`src/rtl/led_ctrl_pkg.sv`:
```
// Shared definitions for the LED mode scheduler: mode encoding, duty constants
// and chase-position helpers.
package led_ctrl_pkg;

    typedef enum logic [1:0] {
        MODE_OFF     = 2'd0,
        MODE_BLINK   = 2'd1,
        MODE_BREATHE = 2'd2,
        MODE_CHASE   = 2'd3
    } mode_e;

    localparam int NUM_LEDS = 6;
    localparam int DUTY_W   = 10;

    localparam logic [DUTY_W-1:0] DUTY_FULL = 10'd1023;
    localparam logic [DUTY_W-1:0] DUTY_TAIL = 10'd256;

    typedef logic [NUM_LEDS-1:0][DUTY_W-1:0] duty_vec_t;

    function automatic logic [2:0] pos_next(input logic [2:0] pos);
        return (pos == 3'd5) ? 3'd0 : pos + 3'd1;
    endfunction

    function automatic logic [2:0] pos_prev(input logic [2:0] pos);
        return (pos == 3'd0) ? 3'd5 : pos - 3'd1;
    endfunction

endpackage

```
`src/rtl/led_mode_scheduler_key_debounce.sv`:
```
// One pushbutton: 2-flop synchronizer, tick-based debounce and a 1-cycle
// press pulse on the debounced 1->0 edge.
module key_debounce #(
    parameter int DEBOUNCE_TICKS = 2
) (
    input  logic clk,
    input  logic rst_n,
    input  logic tick,
    input  logic key_raw,
    output logic press
);
    localparam int CNT_W = (DEBOUNCE_TICKS > 1) ? $clog2(DEBOUNCE_TICKS + 1) : 1;
    localparam logic [CNT_W-1:0] CNT_LAST = CNT_W'(DEBOUNCE_TICKS - 1);

    logic [1:0]       sync_q, sync_d;
    logic             level_q, level_d;
    logic             press_q, press_d;
    logic [CNT_W-1:0] cnt_q, cnt_d;

    always_comb begin
        sync_d  = {sync_q[0], key_raw};
        level_d = level_q;
        cnt_d   = cnt_q;
        if (tick) begin
            if (sync_q[1] == level_q) begin
                cnt_d = '0;
            end else if (cnt_q == CNT_LAST) begin
                level_d = sync_q[1];
                cnt_d   = '0;
            end else begin
                cnt_d = cnt_q + 1'b1;
            end
        end
        // Pulse fires in the same edge that the debounced level falls.
        press_d = level_q & ~level_d;
    end

    always_ff @(posedge clk or negedge rst_n) begin
        if (!rst_n) begin
            sync_q  <= 2'b11;
            level_q <= 1'b1;
            cnt_q   <= '0;
            press_q <= 1'b0;
        end else begin
            sync_q  <= sync_d;
            level_q <= level_d;
            cnt_q   <= cnt_d;
            press_q <= press_d;
        end
    end

    assign press = press_q;

endmodule

```
`src/rtl/led_mode_scheduler.sv`:
```
// Key-driven LED mode scheduler: OFF / BLINK / BREATHE / CHASE patterns
// rendered through a shared 10-bit PWM onto six active-low LEDs.
module led_mode_scheduler
    import led_ctrl_pkg::*;
#(
    parameter int TICK_DIV       = 270_000,
    parameter int DEBOUNCE_TICKS = 2,
    parameter int BLINK_TICKS    = 50,
    parameter int CHASE_TICKS    = 10,
    parameter int STEP           = 10
) (
    input  logic                clk,
    input  logic                rst_n,
    input  logic [1:0]          key,
    output logic [NUM_LEDS-1:0] led,
    output logic [1:0]          mode
);
    localparam int TICK_W  = (TICK_DIV > 1) ? $clog2(TICK_DIV) : 1;
    localparam int SUB_MAX = (BLINK_TICKS > CHASE_TICKS) ? BLINK_TICKS : CHASE_TICKS;
    localparam int SUB_W   = (SUB_MAX > 1) ? $clog2(SUB_MAX + 1) : 1;

    localparam logic [TICK_W-1:0] TICK_LAST  = TICK_W'(TICK_DIV - 1);
    localparam logic [SUB_W-1:0]  BLINK_LAST = SUB_W'(BLINK_TICKS - 1);
    localparam logic [SUB_W-1:0]  CHASE_LAST = SUB_W'(CHASE_TICKS - 1);
    localparam logic [DUTY_W-1:0] STEP_V     = DUTY_W'(STEP);
    localparam logic [DUTY_W-1:0] UP_LIM     = DUTY_FULL - STEP_V;

    logic [TICK_W-1:0]   tick_cnt_q, tick_cnt_d;
    logic                tick;
    mode_e               mode_q, mode_d;
    logic [SUB_W-1:0]    sub_q, sub_d;
    logic                phase_q, phase_d;
    logic [DUTY_W-1:0]   bright_q, bright_d;
    logic                dir_down_q, dir_down_d;
    logic [2:0]          pos_q, pos_d;
    logic [DUTY_W-1:0]   pwm_cnt_q, pwm_cnt_d;
    logic [NUM_LEDS-1:0] led_q, led_d;
    duty_vec_t           duty;
    logic                next_press, prev_press;

    assign tick = (tick_cnt_q == TICK_LAST);

    key_debounce #(.DEBOUNCE_TICKS(DEBOUNCE_TICKS)) u_key_next (
        .clk     (clk),
        .rst_n   (rst_n),
        .tick    (tick),
        .key_raw (key[0]),
        .press   (next_press)
    );

    key_debounce #(.DEBOUNCE_TICKS(DEBOUNCE_TICKS)) u_key_prev (
        .clk     (clk),
        .rst_n   (rst_n),
        .tick    (tick),
        .key_raw (key[1]),
        .press   (prev_press)
    );

    always_comb begin
        mode_d = mode_q;
        if (next_press && prev_press) begin
            mode_d = MODE_OFF;
        end else if (next_press) begin
            mode_d = mode_e'(mode_q + 2'd1);
        end else if (prev_press) begin
            mode_d = mode_e'(mode_q - 2'd1);
        end
    end

    always_comb begin
        tick_cnt_d = tick ? '0 : tick_cnt_q + 1'b1;
        pwm_cnt_d  = pwm_cnt_q + 1'b1;
        sub_d      = sub_q;
        phase_d    = phase_q;
        bright_d   = bright_q;
        dir_down_d = dir_down_q;
        pos_d      = pos_q;
        // A mode change restarts every pattern from its origin in the same edge.
        if (mode_d != mode_q) begin
            sub_d      = '0;
            phase_d    = 1'b0;
            bright_d   = '0;
            dir_down_d = 1'b0;
            pos_d      = '0;
        end else if (tick) begin
            case (mode_q)
                MODE_BLINK: begin
                    if (sub_q == BLINK_LAST) begin
                        sub_d   = '0;
                        phase_d = ~phase_q;
                    end else begin
                        sub_d = sub_q + 1'b1;
                    end
                end
                MODE_BREATHE: begin
                    if (!dir_down_q) begin
                        if (bright_q >= UP_LIM) begin
                            bright_d   = DUTY_FULL;
                            dir_down_d = 1'b1;
                        end else begin
                            bright_d = bright_q + STEP_V;
                        end
                    end else begin
                        if (bright_q <= STEP_V) begin
                            bright_d   = '0;
                            dir_down_d = 1'b0;
                        end else begin
                            bright_d = bright_q - STEP_V;
                        end
                    end
                end
                MODE_CHASE: begin
                    if (sub_q == CHASE_LAST) begin
                        sub_d = '0;
                        pos_d = pos_next(pos_q);
                    end else begin
                        sub_d = sub_q + 1'b1;
                    end
                end
                default: ;
            endcase
        end
    end

    always_comb begin
        duty = '0;
        for (int i = 0; i < NUM_LEDS; i++) begin
            case (mode_q)
                MODE_BLINK:   duty[i] = ((i % 2 == 0) == phase_q) ? DUTY_FULL : '0;
                MODE_BREATHE: duty[i] = bright_q;
                MODE_CHASE: begin
                    if (3'(i) == pos_q) begin
                        duty[i] = DUTY_FULL;
                    end else if (3'(i) == pos_prev(pos_q)) begin
                        duty[i] = DUTY_TAIL;
                    end
                end
                default: duty[i] = '0;
            endcase
        end
    end

    always_comb begin
        led_d = '1;
        for (int i = 0; i < NUM_LEDS; i++) begin
            led_d[i] = ~(pwm_cnt_q < duty[i]);
        end
    end

    always_ff @(posedge clk or negedge rst_n) begin
        if (!rst_n) begin
            tick_cnt_q <= '0;
            mode_q     <= MODE_OFF;
            sub_q      <= '0;
            phase_q    <= 1'b0;
            bright_q   <= '0;
            dir_down_q <= 1'b0;
            pos_q      <= '0;
            pwm_cnt_q  <= '0;
            led_q      <= '1;
        end else begin
            tick_cnt_q <= tick_cnt_d;
            mode_q     <= mode_d;
            sub_q      <= sub_d;
            phase_q    <= phase_d;
            bright_q   <= bright_d;
            dir_down_q <= dir_down_d;
            pos_q      <= pos_d;
            pwm_cnt_q  <= pwm_cnt_d;
            led_q      <= led_d;
        end
    end

    assign led  = led_q;
    assign mode = mode_q;

endmodule
```
`config.mk`:
```
export PLATFORM = sky130hd
export DESIGN_NAME = led_mode_scheduler
export DESIGN_NICKNAME = d
export VERILOG_FILES = /design/src/rtl/led_ctrl_pkg.sv /design/src/rtl/led_mode_scheduler_key_debounce.sv /design/src/rtl/led_mode_scheduler.sv
export SDC_FILE = /design/constraint.sdc
export NUM_CORES = 1
export LEC_CHECK = 0
export ABC_AREA = 1
export CORE_ASPECT_RATIO = 0.75
export CORE_MARGIN = 2
export CORE_UTILIZATION = 35
export CTS_CLUSTER_DIAMETER = 60
export DETAILED_ROUTE_END_ITERATION = 12
export SYNTH_ARGS = -nofsm -noshare
export SYNTH_HDL_FRONTEND = slang
export SYNTH_SLANG_ARGS = --single-unit
```
`constraint.sdc`:
```
create_clock -name clk -period 3 [get_ports clk]
set_input_delay 0.45 -clock clk [delete_from_list [all_inputs] [get_ports clk]]
set_output_delay 0.45 -clock clk [all_outputs]
set_load 0.03 [all_outputs]
```
## Word level (Yosys, flattened, before mapping)

Cells that the tools add are included.

- $add $sub $neg: 11
- $lt $le $gt $ge: 8
- Eq/ne operators: 22
- Multiplexer cells: 61
- Bitwise operators: 11
- Reductions and logical operators: 14

Operators with widths:

| operator | count |
|---|---|
| case mux 10 bit (3 select lines) | 6 |
| two-way mux 10 bit | 14 |
| less-than comparator 10 bit | 6 |
| two-way mux 9 bit | 6 |
| two-way mux 6 bit | 4 |
| adder 19 x 1 -> 19 bit (second input constant) | 1 |
| equality test 19 bit (second input constant) | 1 |
| two-way mux 19 bit | 1 |
| two-way mux 3 bit | 6 |
| two-way mux 1 bit | 16 |
| two-way mux 2 bit | 7 |
| equality test 2 x 3 -> 1 bit (first input constant) | 4 |
| equality test 3 bit (first input constant) | 4 |
| case mux 6 bit (2 select lines) | 1 |
| nonzero test 2 bit | 6 |
| adder 10 x 1 -> 10 bit (second input constant) | 1 |
| adder 10 x 4 -> 10 bit (second input constant) | 1 |
| greater-or-equal comparator 10 bit (second input constant) | 1 |
| <= comparator 10 x 4 -> 1 bit (second input constant) | 1 |
| subtractor 10 x 4 -> 10 bit (second input constant) | 1 |
| inverter 1 bit | 9 |
| adder 2 x 1 -> 2 bit (second input constant) | 3 |
| adder 6 x 1 -> 6 bit (second input constant) | 1 |
| equality test 1 x 3 -> 1 bit (first input constant) | 2 |
| other kinds (16) | 24 |

- Register bits: 70
- Input bits: 4

## Depth between registers and ports, before layout

Gate-level depths: netlist of the first run.

- Word-level depth: 8
- Gate-level depth with buffers: 13
- Mapped depth without buffers: 13

## Cells and area by module

A second synthesis of the first run with hierarchy kept.

- Cells, all modules: 767
- Area total of the unflattened synthesis: 5595.4 µm²

By module, submodules not included:

| module | times used | cells an instance | area each (µm²) | sequential area each (µm²) |
|---|---|---|---|---|
| led_mode_scheduler | 1 | 717 | 5124.9 | 1458.9 |
| key_debounce | 2 | 25 | 235.2 | 153.9 |

## Worst setup path after synthesis of the first run

Ideal clock, no wire load.

- Path kind: reg2reg
- Start: register mode_q[1], in the netlist mode[1]
- End: register led_q[2], in the netlist led[2]
- Library setup time: 0.078 ns
- Arrival: 2.207 ns
- Setup slack: 0.716 ns
- Stages on the path, launching flop included: 14
- Clock period less this slack: 2.284 ns
- Cells stage by stage: dfrtp_1 > inv_1 > ha_1 > nand2_1 > clkbuf_1 > nand2_1 > o21ai_0 > ha_1 > nand2_1 > inv_1 > o21ai_0 > nand2_1 > a21oi_1 > nand2_1

- Word-level cells in the longest chain between the ends: 4
- Elaborated cells between the ends (all ways): 6
- Classes of those cells: order compare (1); eq/ne (3); mux (1); bitwise (1)

Ends and longest elaborated chain:

| item | line | RTL |
|---|---|---|
| start: declaration | led_mode_scheduler.sv:30 | `mode_e mode_q, mode_d;` |
| start signal: assignment | led_mode_scheduler.sv:163 | `mode_q <= mode_d;` |
| equality test 2 bit or equality test 2 x 1 -> 1 bit (tied branches) | led_mode_scheduler.sv:128 | `case (mode_q)` |
| case mux 10 bit (3 select lines) * | led_mode_scheduler.sv:128 |  |
| less-than comparator 10 bit * | led_mode_scheduler.sv:146 | `led_d[i] = ~(pwm_cnt_q < duty[i]);` |
| inverter 1 bit * | led_mode_scheduler.sv:146 |  |
| via led_d[2] | led_mode_scheduler.sv:37 | `logic [NUM_LEDS-1:0] led_q, led_d;` |
| end signal: assignment | led_mode_scheduler.sv:170 | `led_q <= led_d;` |
| end: declaration | led_mode_scheduler.sv:37 |  |

Mark *: on every way through the listed nets, which the timed path passes. The rest lies on a longest branch.
A chain may end at the register's enable or synchronous reset.

## Worst setup path after layout of the first run

- Start: register mode_q[0], in the netlist mode[0]
- End: register led_q[1], in the netlist led[1]

The elaborated chain is that of the path after synthesis.

==> out/qor.yml, run 1 <==
run_status:
  status: "finished, final reports clean"
place:
  dp_slack_ns: 0.542
  io_buffers: 11
  place_area_mm2: 0.00610
  dp_hpwl_um: 10700
  place.gp.congestion: 0.857
cts:
  clock_latency_ns: 0.34
  cts_resized: 0
  post_cts_buffers: 0
  hold_buffers: 0
  cts.clk_slew.worst_paths_ns: 0.06
  cts_buffers: 9
  clock-sinks: 70
  clockBufferDepth: 2
  root_buffer: "clkbuf_16"
  ctsHtreeMaxLevel: 3
  tritoncts: "built"
setup_path:
  path_cells: "ha_1 -> nand2_1 -> nor2_2 -> o21ai_0 -> ha_1 -> a21oi_1 -> o21ai_0 -> a21oi_1 -> nand2_1"
  cp.arrival_ns: 2.76
  reg2reg_slack_ns: 0.52
  r2r_cells: 9
  slowest_stage: "dfrtp_1"
  rr_endpoint: "led[1]"
  cp_max_fo: 10
  path_buf_inv: 0
  crit_type: "register to register"
  r2r_start: "mode[0]"
  worstSetupEndpointType: "register"
  critPathTopFamily: "adder cells"
  cp-start-kind: "register"
  cp.required_ns: 3.28
  critPathMaxStageDelay_ns: 0.45
floorplan:
  dieWidth_um: 153
  coreArea_mm2: 0.0161
  ios: 12
  fp.dieH_um: 115
  row_count: 40
  die_area_mm2: 0.0176
  initial_core_util: 0.360
yosys:
  ys_ff_latch: 70
  synth_cells: 824
  ys_async_sr_fraction: 1.00
  synth_cell_types: 33
  yosys.area.top_type: "dfrtp_1"
  ys_warn_count: 0
  syn-num-nets: 893
  syn_area_per_cell_um2: 7.03
  synth_common_cells: "nand2_1 (203), inv_1 (93), nand3_1 (76), nor2_1 (74), o21ai_0 (69)"
  synth_ff_type: "dfrtp_1"
  synth_edf_count: 0
  synth_most_common_cell: "nand2_1"
  ys_seq_area_frac: 0.305
  netlist_area_mm2: 0.00579
  synth.top_cell.area_share: 0.250
  synth_area_leaders: "dfrtp_1 (25%), ha_1 (14%), nand2_1 (13%)"
job:
  max-cap-violations: 0
detailed_routing:
  drt_iter0_markers: 397
  num_vias: 5193
  viasPerCell: 4.98
  drt_pass1_iterations: 5
  wire_per_inst_um: 13.8
  drcViolationCount: 0
  drt-total-wl_um: 14400
  antenna_left: 0
timing:
  post-route-min-period_ns: 2.48
  fmax_mhz: 403
  setup_slack_ns: 0.519
  fin_crit_sh: 0.827
  fin_skew_ns: 0.00821
  tns_ns: 0
  slew_headroom: 0.376
  hold_viol: 0
  drv_slew: 0
  setup_violations: 0
  grt_setup_unrepaired: "no"
  worst_slew_pin_slew_ns: 0.935
final_layout:
  diodes: 0
  syn2layout_area_growth_pct: 10.6
  postLayoutCellArea_mm2: 0.00641
  fin_nets: 897
  drive_gt1_frac: 0.0768
global_routing:
  grt_pass1_wl_um: 24700
  antenna_found_initial: 0
  grt_max_degree: 71
  grt_pass1_vias: 4793
  grt_overflow: 0
  grt.total_usage: 0.174
power:
  leakagePower_uw: 0.00313
  power_density_mw_per_mm2: 330
  ir_worst_vdd_mv: 0.234
min_path:
  worstHoldPathType: "primary input to async pin"
[sequential cells by signal, indices dropped and copies added, names as in the netlist, 3 cells and up]
signal,count
tick_cnt_q,19
bright_q,10
pwm_cnt_q,10
led,6
sub_q,6
pos_q,3
[per-stage QoR]
| step | hold slack, ns | power (uW) | utilization | instances |
|---|---|---|---|---|
| after floorplan | 0.154 | 969 | - | 824 |
| after global placement | 0.346 | 993 | 0.378 | 1027 |
| after detailed placement | 0.347 | 994 | 0.378 | 1027 |
| after CTS | 0.299 | 2150 | 0.398 | 1043 |
| after global routing | 0.343 | 2190 | 0.398 | 1043 |
| final | 0.252 | 2110 | 0.398 | 1043 |
[worst register-to-register path, delay by kind of cell (launching register included)]
| family | cells | cell delay, ns |
|---|---|---|
| adder cells (fa/ha/maj) | 2 | 0.76 |
| AO/OA/AOI/OAI | 4 | 0.59 |
| flip-flops | 1 | 0.45 |
| AND/OR/NAND/NOR | 3 | 0.62 |
[power by group]
part | switching, uW | total (uW) | internal, uW
Sequential | 1.29 | 951 | 950
Clock | 413 | 1140 | 724
Combinational | 19.7 | 23.3 | 3.58
[final cells by class]
class,count,area (um2)
fill,1740,9710
multi-input combinational,630,3540
sequential,70,1770
inverter,104,390
tap,210,263
clock buffer,11,233
timing repair buffer,13,135
clock inverter,5,75.1
[cell families (layout without fill, tap and decap cells)]
group / count (synthesis) / count (layout) / synth area share
simple gates: 408 / 408 / 0.311
buf+inv: 124 / 133 / 0.0836
flops: 70 / 70 / 0.305
compound gates: 131 / 131 / 0.121
fa+ha+maj: 65 / 65 / 0.140
xor+xnor: 26 / 26 / 0.0393
[cell usage in the layout, fill, tap and decap left out, types with 2 or more instances in the layout]
cell type,instances
nand2_1,203
inv_1,93
nand3_1,76
nor2_1,74
o21ai_0,69
ha_1,65
dfrtp_1,58
a21oi_1,41
nor3_1,22
xor2_1,21
dfstp_2,12
inv_2,10
clkdlybuf4s50_1,10
clkbuf_16,9
nor2_2,8
nand4_1,8
o31ai_1,7
o21ai_1,7
nand2_2,6
xnor2_1,5
nor2_4,4
clkinv_2,3
o21bai_1,2
o21a_1,2
nand3_2,2
nand3_4,2
clkbuf_1,2
bufinv_16,2
buf_4,2
[metal layers]
| layer | track usage | wire length, um | up-vias |
|---|---|---|---|
| met1 | 0.273 | 7880 | 2351 |
| met4 | 0.0438 | 139 | 0 |
| met5 | 0 | 0 | - |
| met2 | 0.244 | 5590 | 118 |
| met3 | 0.0325 | 784 | 12 |
| li1 | - | - | 2712 |
[worst max-delay path by stage]
stage                  end  cells after the start    start
finish              led[1]                      9  mode[0]
global route        led[1]                      9  mode[0]
CTS                 led[1]                      9  mode[0]
detailed placement  led[1]                      9  mode[0]
global placement    led[1]                      9  mode[0]
floorplan           led[2]                     13  mode[1]
Note: power is estimated with default switching activity, not from simulation.
==> run 2: changes to the inputs <==
==> constraint.sdc (replaced) <==
create_clock -name clk -period 2.2 [get_ports clk]
set_input_delay 0.33 -clock clk [delete_from_list [all_inputs] [get_ports clk]]
set_output_delay 0.33 -clock clk [all_outputs]
set_load 0.03 [all_outputs]
==> run 2 against run 1 <==
Compared with the run above: sequential power grew 37%; sequential cell count is the same; worst setup slack lost 0.44 ns; highest routed layer unchanged; sequential share of layout area shrank 1.5 points; clock skew shrank 0.0022 ns; largest power group unchanged.
==> out/qor.yml, run 2 (synthesis gave the netlist of run 1 again) <==
run_status:
  status: "finished, final reports clean"  # unchanged
final_layout:
  fin_util: 0.421  # was 0.398
  postLayoutCellArea_mm2: 0.00679  # was 0.00641 mm2
  multiInputGateArea_mm2: 0.00367  # was 0.00354 mm2
  drive_gt1_frac: 0.137  # was 0.0768
  largest_register: "tick_cnt_q"  # unchanged
  final_common_cell: "nand2_1"  # unchanged
  diodes: 0  # unchanged
  fillers: 1626  # was 1740
  final_cell_mix: "nand2_1 (194), inv_1 (91), nand3_1 (75)"  # was nand2_1 (203), inv_1 (93), nand3_1 (76)
  largest_reg_flops: 19  # unchanged
  syn2layout_area_growth_pct: 17.2  # was 10.6%
  ff_latch_area_mm2: 0.00177  # about the same
  top_regs: "tick_cnt_q (19), bright_q (10), pwm_cnt_q (10)"  # unchanged
  fin_nets: 926  # was 897
floorplan:
  fp.dieH_um: 115  # unchanged
  coreArea_mm2: 0.0161  # unchanged
  ios: 12  # unchanged
  row_count: 40  # unchanged
  die_area_mm2: 0.0176  # unchanged
  dieWidth_um: 153  # unchanged
  initial_core_util: 0.360  # unchanged
place:
  place.gp.congestion: 0.882  # was 0.857
  dp_hpwl_um: 11100  # was 10700 um
  io_buffers: 11  # unchanged
  place_area_mm2: 0.00625  # was 0.00610 mm2
global_routing:
  grt_max_degree: 56  # was 71
  met3_usage: 0.0381  # was 0.0325
  grt_overflow: 0  # unchanged
  busiest_layer: "met1"  # unchanged
  grt_pass1_wl_um: 25100  # was 24700 um
  grt.total_usage: 0.177  # was 0.174
  grtUsageMet2: 0.254  # was 0.244
  antenna_found_initial: 0  # unchanged
  use_met1: 0.272  # was 0.273
  grt_pass1_vias: 4891  # was 4793
setup_path:
  cp.required_ns: 2.47  # was 3.28 ns
  reg2reg_slack_ns: 0.08  # was 0.52 ns
  rr_endpoint: "led[3]"  # was led[1]
  cp_max_fo: 6  # was 10
  cp-start-kind: "register"  # unchanged
  r2r_start: "pos_q[0]"  # was mode[0]
  cp.arrival_ns: 2.39  # was 2.76 ns
  worstSetupEndpointType: "register"  # unchanged
  crit_type: "register to register"  # unchanged
  r2r_cells: 12  # was 9
timing:
  worst_slew_pin_slew_ns: 0.477  # was 0.935 ns
  grt_setup_unrepaired: "yes"  # was no
  slew_headroom: 0.682  # was 0.376
  post-route-min-period_ns: 2.12  # was 2.48 ns
  hold_slack_ns: 0.355  # was 0.252 ns
  setup_violations: 0  # unchanged
  fin_skew_ns: 0.00605  # was 0.00821 ns
  fin_crit_sh: 0.964  # was 0.827
  fmax_mhz: 471  # was 403 MHz
  tns_ns: 0  # unchanged
  drv_slew: 0  # unchanged
  hold_viol: 0  # unchanged
power:
  clockPowerShare: 0.534  # was 0.538
  power_uw: 2860  # was 2110 uW
  p_int_uw: 2220  # was 1680 uW
  leakagePower_uw: 0.00327  # was 0.00313 uW
  sw_frac_of_total: 0.225  # was 0.206
  power_density_mw_per_mm2: 422  # was 330 mW/mm2
  ir_worst_vdd_mv: 0.317  # was 0.234 mV
  p_seq_frac: 0.453  # was 0.450
  p_switching_uw: 644  # was 434 uW
  pwr-share-comb: 0.014  # was 0.011
cts:
  tritoncts: "built"  # unchanged
  clockBufferDepth: 2  # unchanged
  ctsHtreeMaxLevel: 3  # unchanged
  cts.clk_slew.worst_paths_ns: 0.06  # about the same
  clock_latency_ns: 0.35  # was 0.34 ns
  root_buffer: "clkbuf_16"  # unchanged
  clock-sinks: 70  # unchanged
  cts_buffers: 9  # unchanged
detailed_routing:
  drt_iter0_markers: 432  # was 397
  viasPerCell: 4.97  # was 4.98
  wire_per_inst_um: 13.9  # was 13.8 um
  drt_pass1_iterations: 5  # unchanged
  drcViolationCount: 0  # unchanged
  drt-total-wl_um: 14900  # was 14400 um
  num_vias: 5333  # was 5193
  antenna_left: 0  # unchanged
min_path:
  holdPathStages: 0
  holdPathEnd: "u_key_next.sync_q[1]"
  worstHoldStart: "u_key_next.sync_q[0]"
  worstHoldPathType: "register to register"  # was primary input to async pin
job:
  max-cap-violations: 0  # unchanged
==> run 2: cell count changes in the layout (fill, tap and decap cells not counted), moves of 4 or more <==
| cell | before | now |
|---|---|---|
| buf_4 | 2 | 28 |
| clkinvlp_4 | 0 | 4 |
| dfrtp_1 | 58 | 54 |
| dfrtp_2 | 0 | 4 |
| nand2_1 | 203 | 194 |
| nand2_2 | 6 | 13 |
| nor2_2 | 8 | 4 |
| nor2_4 | 4 | 8 |
| o21ai_0 | 69 | 64 |
| o21ai_1 | 7 | 12 |
==> run 2: routing by layer <==
layer  vias to the layer above  wire, um
met4                         0       133
met5                         -         0
met2                       129      5800
met1                      2430      8030
li1                       2765         -
met3                         9       919
==> run 2: repair_timing <==
item | in CTS | in global routing
resized for setup | 4 | 33
endpoints found under the hold margin | 26 | 0
gates cloned | 0 | 1
hold buffers | 1 | 0
pin swaps | 0 | 5
setup endpoints to repair | 3 | 6
setup buffers | 0 | 7
==> run 2: area by class of cell <==
type / count / share of cell area
timing repair buffer: 42 / 0.0568
sequential: 70 / 0.261
clock inverter: 6 / 0.0103
clock buffer: 10 / 0.0352
inverter: 104 / 0.0581
tap: 210 / 0.0387
multi-input combinational: 630 / 0.540
==> run 2: how the worst max path moves through the flow <==
stage               startpoint     end  slack, ns  cells after the start
CTS                    mode[0]  led[3]       0.04                     12
global placement       mode[0]  led[1]      -0.04                     10
floorplan              mode[1]  led[2]       0.03                     13
finish                pos_q[0]  led[3]       0.08                     12
global route          pos_q[0]  led[0]      -0.06                     11
detailed placement     mode[0]  led[5]      -0.02                     11
==> run 2: power groups by stage <==
stage,clock network (uW),registers (uW),logic (uW)
2_1_floorplan,0,1320,1.69
3_3_place_gp,0,1320,40.2
3_5_place_dp,0,1320,40.7
4_1_cts,1590,1300,42.2
5_1_grt,1640,1300,46.0
6_report,1530,1300,39.2
==> run 2: critical path, cell delays in order, from the launching register on <==
cell and delay, ns:
dfrtp_2 0.44, nand2_2 0.07, inv_1 0.04, ha_1 0.18
nand2_2 0.09, clkinvlp_4 0.19, buf_12 0.19, o21ai_1 0.13
ha_1 0.26, a21oi_1 0.16, o21ai_1 0.08, a21oi_1 0.13
nand2_1 0.09
==> run 2: per-stage QoR <==
step	worst slack (ns)	instances
2_1_floorplan	0.0296	824
3_3_place_gp	-0.0405	1047
3_5_place_dp	-0.0215	1047
4_1_cts	0.0359	1064
5_1_grt	-0.0557	1072
6_report	0.0786	1072
==> run 3: changes to the inputs <==
==> constraint.sdc (replaced) <==
create_clock -name clk -period 2.7 [get_ports clk]
set_input_delay 0.405 -clock clk [delete_from_list [all_inputs] [get_ports clk]]
set_output_delay 0.405 -clock clk [all_outputs]
set_load 0.03 [all_outputs]
==> run 3 against run 2 <==
Compared with the run above: register-to-register slack better by 0.18 ns; sequential share of layout area up 1.5 points; wire length down 2.4%; clock-buffer cell count up 1; hold slack worse by 0.16 ns; global-route usage about the same; power down 24%; critical path type unchanged; largest cell class unchanged; largest power group unchanged.
==> out/qor.yml, run 3 (synthesis gave the netlist of run 1 again) <==
timing:
  slew_headroom: 0.394  # was 0.682
  tns_ns: 0  # unchanged
  worst_slew_pin_slew_ns: 0.909  # was 0.477 ns
  fmax_mhz: 410  # was 471 MHz
  setup_slack_ns: 0.263  # was 0.0786 ns
  hold_viol: 0  # unchanged
  fin_crit_sh: 0.903  # was 0.964
  fin_skew_ns: 0.00508  # was 0.00605 ns
  grt_setup_unrepaired: "no"  # was yes
  drv_slew: 0  # unchanged
  post-route-min-period_ns: 2.44  # was 2.12 ns
  setup_violations: 0  # unchanged
global_routing:
  grt_overflow: 0  # unchanged
  grt_pass1_wl_um: 25000  # was 25100 um
  grt_pass1_vias: 4808  # was 4891
  antenna_found_initial: 0  # unchanged
  grt.total_usage: 0.177  # about the same
  grt_max_degree: 70  # was 56
setup_path:
  path_cells: "ha_1 -> nand3_1 -> nor2_2 -> o21ai_0 -> ha_1 -> nand2_1 -> inv_1 -> o21ai_0 -> nand2_1 -> a21oi_1 -> nand2_1"  # was nand2_2 -> inv_1 -> ha_1 -> nand2_2 -> clkinvlp_4 -> buf_12 -> o21ai_1 -> ha_1 -> a21oi_1 -> o21ai_1 -> a21oi_1 -> nand2_1
  critPathMaxStageDelay_ns: 0.47  # was 0.44 ns
  cp-start-kind: "register"  # unchanged
  critPathTopFamily: "adder cells"  # was compound AO/OA/AOI/OAI gates
  crit_type: "register to register"  # unchanged
  cp.required_ns: 2.98  # was 2.47 ns
  cpMostUsedCell: "nand2_1"
  slowest_stage: "dfrtp_1"  # was dfrtp_2
  path_buf_inv: 1  # was 3
  cp_max_fo: 10  # was 6
  worstSetupEndpointType: "register"  # unchanged
  cp.arrival_ns: 2.71  # was 2.39 ns
detailed_routing:
  viasPerCell: 4.97  # about the same
  wire_per_inst_um: 13.9  # about the same
  drt_iter0_markers: 387  # was 432
  antenna_left: 0  # unchanged
  drt-total-wl_um: 14500  # was 14900 um
  drcViolationCount: 0  # unchanged
  num_vias: 5203  # was 5333
  drt_pass1_iterations: 5  # unchanged
power:
  leakagePower_uw: 0.00313  # was 0.00327 uW
  sw_frac_of_total: 0.226  # was 0.225
  ir_worst_vdd_mv: 0.220  # was 0.317 mV
  p_switching_uw: 488  # was 644 uW
  p_seq_frac: 0.488  # was 0.453
  pwr-share-comb: 0.012  # was 0.014
  clockPowerShare: 0.499  # was 0.534
  p_int_uw: 1680  # was 2220 uW
  power_density_mw_per_mm2: 338  # was 422 mW/mm2
final_layout:
  top_regs: "tick_cnt_q (19), bright_q (10), pwm_cnt_q (10)"  # unchanged
  largest_reg_flops: 19  # unchanged
  drive_gt1_frac: 0.0812  # was 0.137
  final_common_cell: "nand2_1"  # unchanged
  fin_nets: 901  # was 926
  diodes: 0  # unchanged
  final_cell_mix: "nand2_1 (203), inv_1 (93), nand3_1 (76)"  # was nand2_1 (194), inv_1 (91), nand3_1 (75)
  largest_register: "tick_cnt_q"  # unchanged
  fillers: 1683  # was 1626
  syn2layout_area_growth_pct: 10.5  # was 17.2%
cts:
  post_cts_buffers: 0  # unchanged
  cts.clk_slew.worst_paths_ns: 0.06  # about the same
  ctsHtreeMaxLevel: 3  # unchanged
  clockBufferDepth: 2  # unchanged
  root_buffer: "clkbuf_16"  # unchanged
  cts_resized: 0  # was 4
  tritoncts: "built"  # unchanged
  clock-sinks: 70  # unchanged
  cts_buffers: 9  # unchanged
  clock_latency_ns: 0.34  # was 0.35 ns
  hold_buffers: 0  # was 1
place:
  place.gp.congestion: 0.871  # was 0.882
  dp_hpwl_um: 10900  # was 11100 um
  io_buffers: 11  # unchanged
  dp_slack_ns: 0.261  # was -0.0215 ns
min_path:
  worstHoldPathType: "primary input to async pin"  # was register to register
floorplan:
  dieWidth_um: 153  # unchanged
  ios: 12  # unchanged
  row_count: 40  # unchanged
  die_area_mm2: 0.0176  # unchanged
  fp.dieH_um: 115  # unchanged
  initial_core_util: 0.360  # unchanged
  coreArea_mm2: 0.0161  # unchanged
run_status:
  status: "finished, final reports clean"  # unchanged
job:
  max-cap-violations: 0  # unchanged
-- run 3: layer usage --
layer | part of all wire | global-route usage
met3 | 0.058 | 0.0348
met1 | 0.55 | 0.280
met4 | 0.012 | 0.0438
met5 | 0 | 0
met2 | 0.38 | 0.243
-- run 3: final timing paths --
kind / slack (ns) / endpoint / from / depth (start not counted)
setup / recovery: 0.26 / led[2] / mode[0] / 11
hold / removal: 0.20 / tick_cnt_q[0] / rst_n / 1
setup reg to reg: 0.26 / led[2] / mode[0] / 11
hold reg to reg: 0.35 / u_key_prev.sync_q[1] / u_key_prev.sync_q[0] / 0
max in group asynchronous: 1.82 / led[4] / rst_n / 2
min in group clk: 0.35 / u_key_prev.sync_q[1] / u_key_prev.sync_q[0] / 0
-- run 3: layout make-up --
type	count	area [um2]	share of cell area
multi-input combinational	630	3540	0.554
sequential	70	1770	0.276
inverter	104	390	0.0610
tap	210	263	0.0410
clock buffer	11	233	0.0364
timing repair buffer	17	178	0.0278
clock inverter	5	27.5	0.00430
-- run 3: power by group through the flow --
stage	clock (uW)	sequential [uW]	combinational (uW)
2_1_floorplan	0	1070	1.38
3_5_place_dp	0	1080	29.8
3_3_place_gp	0	1080	30.1
6_report	1080	1060	27.0
4_1_cts	1120	1060	29.9
5_1_grt	1150	1060	33.2
-- run 3: stage by stage --
stage                     power [uW]  utilization  cell area (um2)  instances  hold WS (ns)
final                           2160        0.397             6400       1047         0.198
after CTS                       2200        0.397             6400       1047         0.247
after detailed placement        1100        0.381             6140       1031         0.347
after floorplan                 1080            -             5790        824         0.109
after global routing            2240        0.397             6400       1047         0.294
after global placement          1110        0.381             6140       1031         0.346
